`config.mk`:
```
export PLATFORM = sky130hd
export DESIGN_NAME = axi_isolate_seq
export DESIGN_NICKNAME = d
export VERILOG_FILES = /design/src/rtl/axi_isolate_seq.sv
export SDC_FILE = /design/constraint.sdc
export NUM_CORES = 1
export LEC_CHECK = 0
export ABC_AREA = 1
export CAP_MARGIN = 10
export CORE_MARGIN = 8
export CORE_UTILIZATION = 54
export CTS_BUF_LIST = sky130_fd_sc_hd__clkbuf_8
export DETAILED_ROUTE_END_ITERATION = 6
export PLACE_DENSITY = 0.81
export SYNTH_ARGS = -nofsm -noshare
export SYNTH_HDL_FRONTEND = slang
export SYNTH_SLANG_ARGS = --single-unit
export TNS_END_PERCENT = 1
```
`constraint.sdc`:
```
create_clock -name clk_i -period 1.9 [get_ports clk_i]
set_input_delay 0.285 -clock clk_i [delete_from_list [all_inputs] [get_ports clk_i]]
set_output_delay 0.285 -clock clk_i [all_outputs]
set_load 0.005 [all_outputs]
```
`src/rtl/axi_isolate_seq.sv`:
```
// Isolation sequencer: applies masked isolate/release commands to a bank of AXI
// isolators, waits for their status to follow, and answers each command once.
//
// state | meaning
// ------+---------------------------------------------------------------
// IDLE  | ready for a command; isolate_o holds the last commanded value
// WAIT  | command applied; waiting for isolated_i or the timeout budget
// RESP  | response presented until rsp_ready_i
module axi_isolate_seq #(
  parameter int unsigned NumPorts      = 4,
  parameter int unsigned TimeoutCycles = 1024
) (
  input  logic                clk_i,
  input  logic                rst_i,
  input  logic                req_valid_i,
  output logic                req_ready_o,
  input  logic                req_isolate_i,
  input  logic [NumPorts-1:0] req_mask_i,
  output logic                rsp_valid_o,
  input  logic                rsp_ready_i,
  output logic                rsp_timeout_o,
  output logic [NumPorts-1:0] rsp_fail_mask_o,
  output logic [NumPorts-1:0] isolate_o,
  input  logic [NumPorts-1:0] isolated_i,
  output logic                busy_o
);

  localparam int unsigned CntW = (TimeoutCycles == 0) ? 1 : $clog2(TimeoutCycles + 1);
  localparam logic [CntW-1:0] CntLast = (TimeoutCycles == 0) ? '0 : CntW'(TimeoutCycles - 1);

  typedef enum logic [1:0] {
    ST_IDLE,
    ST_WAIT,
    ST_RESP
  } state_t;

  state_t              state_q;
  logic [NumPorts-1:0] isolate_q;
  logic                op_q;
  logic [NumPorts-1:0] mask_q;
  logic [CntW-1:0]     cnt_q;
  logic [NumPorts-1:0] fail_q;
  logic                timeout_q;

  logic                done;
  logic                timeout_hit;
  logic [NumPorts-1:0] mismatch;

  // Ports in the mask that have not yet followed the command.
  assign mismatch    = op_q ? (mask_q & ~isolated_i) : (mask_q & isolated_i);
  assign done        = (mismatch == '0);
  assign timeout_hit = (TimeoutCycles != 0) && (cnt_q == CntLast);

  always_ff @(posedge clk_i or posedge rst_i) begin
    if (rst_i) begin
      state_q   <= ST_IDLE;
      isolate_q <= '1;
      op_q      <= 1'b0;
      mask_q    <= '0;
      cnt_q     <= '0;
      fail_q    <= '0;
      timeout_q <= 1'b0;
    end else begin
      case (state_q)
        ST_IDLE: begin
          if (req_valid_i) begin
            op_q      <= req_isolate_i;
            mask_q    <= req_mask_i;
            cnt_q     <= '0;
            isolate_q <= req_isolate_i ? (isolate_q | req_mask_i)
                                       : (isolate_q & ~req_mask_i);
            state_q   <= ST_WAIT;
          end
        end
        ST_WAIT: begin
          if (done) begin
            fail_q    <= '0;
            timeout_q <= 1'b0;
            state_q   <= ST_RESP;
          end else if (timeout_hit) begin
            fail_q    <= mismatch;
            timeout_q <= 1'b1;
            state_q   <= ST_RESP;
          end else if (cnt_q != '1) begin
            cnt_q <= cnt_q + 1'b1;
          end
        end
        ST_RESP: begin
          if (rsp_ready_i) begin
            fail_q    <= '0;
            timeout_q <= 1'b0;
            state_q   <= ST_IDLE;
          end
        end
        default: state_q <= ST_IDLE;
      endcase
    end
  end

  assign req_ready_o     = (state_q == ST_IDLE);
  assign rsp_valid_o     = (state_q == ST_RESP);
  assign busy_o          = (state_q != ST_IDLE);
  assign rsp_timeout_o   = timeout_q;
  assign rsp_fail_mask_o = fail_q;
  assign isolate_o       = isolate_q;

endmodule
```
# == Yosys cells after proc, flatten, opt, wreduce, memory -nomap -nowiden ==
# Index checks and enable logic that the tools add are counted.
# op_classes
add_sub_neg,1
eq_ne,10
n_mux,20
bitwise,6
reduce_logical,9
# op_table
cell,count
11-bit two-way mux,4
11-bit case mux with 2 select lines,1
4-bit two-way mux,5
4-bit AND,3
11-bit by 1-bit adder with 11-bit output (second input constant),1
11-bit by 10-bit equality test with 1-bit output (second input constant),1
11-bit != test (second input constant),1
2-bit two-way mux,4
2-bit != test (second input constant),4
4-bit inverter,2
4-bit case mux with 2 select lines,1
2-bit case mux with 3 select lines,1
3-bit AND reduction,2
2-bit nonzero test,3
5-bit AND reduction,1
4-bit logical NOT,1
4-bit bitwise OR,1
1-bit two-way mux,3
3-bit != test (second input constant),1
2-bit by 1-bit equality test with 1-bit output (second input constant),1
2-bit equality test (second input constant),1
2-bit logical NOT,1
2-bit by 1-bit != test with 1-bit output (second input constant),1
1-bit case mux with 2 select lines,1
2-bit AND reduction,1
# word_totals
register_bits,27
output_inout_bits,12
wordCells,53

# == Logic depth before layout (Yosys ltp) ==
# Gate-level depths: netlist of run 1.
# logic_depth
word_depth,6
depth_mapped,10

# == Least setup slack after synthesis of run 1 ==
# No wires, ideal clock.
# synth_timing
path_kind,reg2reg
from,reg cnt_q[0]
to,reg fail_q[0] (netlist: rsp_fail_mask_o[0])
setup_ns,0.117
t_arrival_ns,1.243
required_ns,1.783
setup_slack_ns,0.540
stages_incl_launch_ff,11
synth_period_minus_slack_ns,1.360
cell_sequence,dfrtp_1 -> ha_1 -> nand2_2 -> nor2_4 -> nand3_1 -> nand2_1 -> inv_2 -> nand2_4 -> nand3_2 -> nand2_1 -> nand2_1
# synth_between
elab_chain_cells,3
# synth_rtl
element,line,text
"start, declared",41,logic [CntW-1:0] cnt_q;
"start signal, assigned",85,cnt_q <= cnt_q + 1'b1;
11-bit by 10-bit equality test with 1-bit output,52,assign timeout_hit = (TimeoutCycles != 0) && (cnt_q == CntLast);
3-bit != test (no source line),--,
3-bit AND reduction (no source line),--,
"end signal, assigned",81,fail_q <= mismatch;
"end, declared",42,logic [NumPorts-1:0] fail_q;
# Every way passes these cells.
# A chain may end at the register's enable or synchronous reset.

# == Worst setup path after layout of run 1 ==
# layout_timing
from,reg state_q[0]
to,out req_ready_o
# layout_between
elab_chain_cells,1
# layout_rtl
element,line,text
"start, declared",37,state_t state_q;
"start signal, assigned",56,state_q <= ST_IDLE;
"start signal, assigned",72,state_q <= ST_WAIT;
"start signal, assigned",79,state_q <= ST_RESP;
2-bit logical NOT,100,assign req_ready_o = (state_q == ST_IDLE);
"end, declared",16,"output logic req_ready_o,"
# Every way passes these cells.

==> impl_metrics.env, run 1 <==
export IMPL_cts_hold_buffers=0
export IMPL_syn_inst=179
export IMPL_p_leak_nw=0.8827
export IMPL_io_buffers=24
export IMPL_synth_edf_count=0
export IMPL_h_tree_depth=1
export IMPL_placed_area_mm2=0.001684
export IMPL_cp_max_fo=4
export IMPL_max_freq_ghz=0.5689
export IMPL_cts_inserted_buffers=3
export IMPL_reg2reg_slack_ns=0.27
export IMPL_grt_antenna_before_repair=0
export IMPL_track_usage_pct=14.70
export IMPL_critPathKind="reg2out"
export IMPL_initialDrtViolationCount=89
export IMPL_synth_xor_area_share_pct=4.899
export IMPL_ios=25
export IMPL_mostFrequentLayoutCells="71 x nand2_1, 24 x clkdlybuf4s50_1, 23 x dfrtp_1, 17 x nand3_1, 14 x nor2_1"
export IMPL_grt_start_max_net_pins=28
export IMPL_dpl_hpwl_um=2158
export IMPL_r2r_worst_path_cells=10
export IMPL_gp_congestion=0.8606
export IMPL_nets=220
export IMPL_syn_nets=193
export IMPL_die_height_um=67.46
export IMPL_clk_latency_ns=0.28
export IMPL_antenna_cells=0
export IMPL_core_mm2=0.002500
export IMPL_power_density_mw_per_mm2=1283
export IMPL_clockBufferDepth=2
export IMPL_finClkSkew_ns=0.002929
export IMPL_root_buffer="clkbuf_8"
export IMPL_cp_arrival_ns=1.47
export IMPL_worst_pin_slew_ns=0.3628
export IMPL_synthDistinctLibCells=25
export IMPL_worstReg2RegEnd="cnt_q[3]"
export IMPL_cts_setup_buffers=0
export IMPL_synthSimpleGateAreaFrac_pct=38.50
export IMPL_vias=1214
export IMPL_min_path_type="in2async"
export IMPL_start_util_pct=57.21
export IMPL_synth_ff_type="dfrtp_1"
export IMPL_yosysTopAreaCell="dfrtp_1"
export IMPL_ctsResizeCount=0
export IMPL_hold_worst_slack_ns=0.3577
export IMPL_fin_area_mm2=0.001730
export IMPL_finalSetupViolCount=0
export IMPL_die_area_mm2=0.004551
export IMPL_ant_nets=0
export IMPL_fin_crit_ns=1.758
export IMPL_die_w_um=67.46
export IMPL_r2r_start="cnt_q[0]"
export IMPL_syn_area_per_cell_um2=7.990
export IMPL_grt_setup_unrepaired="false"
export IMPL_cts_sinks=27
export IMPL_syn2layout_area_growth_pct=21.00
export IMPL_synth_area_mm2=0.001430
export IMPL_drive_gt1_share_pct=15.61
export IMPL_postRouteWirelength_um=2907
export IMPL_critical_path_required_ns=1.62
export IMPL_synth_seq_cells=27
export IMPL_synth_adder_area_share_pct=0.8749
export IMPL_cts_tree="done"
export IMPL_finalSetupTns_ns=0
export IMPL_maxSlewHeadroom_pct=75.73
export IMPL_routed_via_density=5.166
export IMPL_timing_final_crit_share_pct=92.52
export IMPL_ys_seq_area_share_pct=47.59
export IMPL_drc=0
export IMPL_drv_slew=0
export IMPL_fp_row_count=18
export IMPL_drtPass1Iterations=6
export IMPL_cts_clk_slew_worst_paths_ns=0.09
export IMPL_synth_top_area_share_pct=40.24
export IMPL_synthTopCellsByArea="dfrtp_1 40%, nand2_1 19%, dfstp_2 7.3%"
export IMPL_grt_pass1_wl_um=5202
export IMPL_outcome="complete, no violations"
export IMPL_synth_compound_area_share_pct=2.275
export IMPL_async_flop_share_pct=100.0
export IMPL_ir_worst_vdd_uv=1067
export IMPL_final_hold_viol_count=0
export IMPL_synth_top_family_by_area="simple AND/OR/NAND/NOR gates"
export IMPL_critPathLaunchType="register"
export IMPL_cp_end_kind="output pin"
export IMPL_grt_pass1_vias=1227
export IMPL_synth_warnings=0
export IMPL_gr_total_overflow=0
export IMPL_drt_wirelength_per_cell_um=12.37
export IMPL_cap_violations=0
export IMPL_synthMuxAreaShare_pct=0
export IMPL_layout_commonest_cell="nand2_1"
==> logic make-up (layout without fill, tap and decap cells) <==
logic type | Yosys count | in the layout
AOI/OAI and AO/OA | 6 | 6
xor gates and xnor gates | 8 | 8
adders and majority gates | 1 | 1
buffers and inverters | 17 | 43
DFF | 27 | 27
and+or+nand+nor | 120 | 120
==> cell usage after synthesis, types with 2 or more instances <==
| master | n |
|---|---|
| nor2_1 | 14 |
| nor2_2 | 6 |
| inv_1 | 6 |
| nand2_2 | 3 |
| dfstp_2 | 4 |
| nand2_4 | 2 |
| nor2_4 | 2 |
| nand2_1 | 71 |
| dfrtp_1 | 23 |
| o21ai_1 | 4 |
| nand3_1 | 17 |
| xor2_1 | 7 |
| inv_2 | 8 |
==> report_power, final <==
group          total, W  internal [W]  switching, W
Sequential     0.000893      0.000774      0.000119
Clock          0.000332      0.000147      0.000184
Combinational  0.000996      0.000434      0.000562
==> how the worst max path moves through the flow <==
| stage | cells past startpoint | slack, ns | start | endpoint |
|---|---|---|---|---|
| floorplan | 10 | 0.54 | cnt_q[0] | rsp_fail_mask_o[0] |
| global placement | 10 | 0.27 | isolated_i[0] | rsp_timeout_o |
| detailed placement | 10 | 0.19 | isolated_i[0] | cnt_q[3] |
| CTS | 2 | 0.12 | state_q[0] | req_ready_o |
| global route | 2 | 0.02 | state_q[0] | req_ready_o |
| finish | 2 | 0.14 | state_q[0] | req_ready_o |
==> stage by stage <==
step	worst slack, ns	utilization (%)	total power [W]	std cells
after CTS	0.1168	69.22	0.002243	235
final	0.1421	69.22	0.002221	235
after global placement	0.2694	67.37	0.001865	231
after global routing	0.02126	69.22	0.002404	235
after detailed placement	0.1870	67.37	0.001910	231
after floorplan	0.5398	-	0.001572	179
==> final cells by class <==
cell class                      instances  area [µm²]
Sequential cell                        27       680.7
Tap cell                               30       37.54
Timing Repair Buffer                   25       247.7
Clock buffer                            3       41.29
Multi-Input combinational cell        135       665.6
Fill cell                             198       769.5
Clock inverter                          1       5.005
Inverter                               14       52.55
==> worst max-delay path, stage by stage, from the launching register on <==
cell	delay (ns)
dfrtp_1	0.40
nor2_1	0.24
clkdlybuf4s50_1	0.55
==> per-layer routing <==
metal  vias up  part of all wire (%)  GRT usage, %
met2        38                    47         23.91
met4         0                   2.9         10.70
met1       562                    44         17.11
li1        608                     -             -
met5         -                     0             0
met3         6                   6.1         2.483
Note: power is estimated with default switching activity, not from simulation.
==> run 2, diff against run 1 <==
- SLEW_MARGIN: not set -> 20
==> results of run 2 <==
No change in the layout: final DEF, timing and power equal those of run 1.
==> run 3, diff against run 2 <==
- TNS_END_PERCENT: 1 -> not set
==> results of run 3 <==
No change in the layout: final DEF, timing and power equal those of run 1.
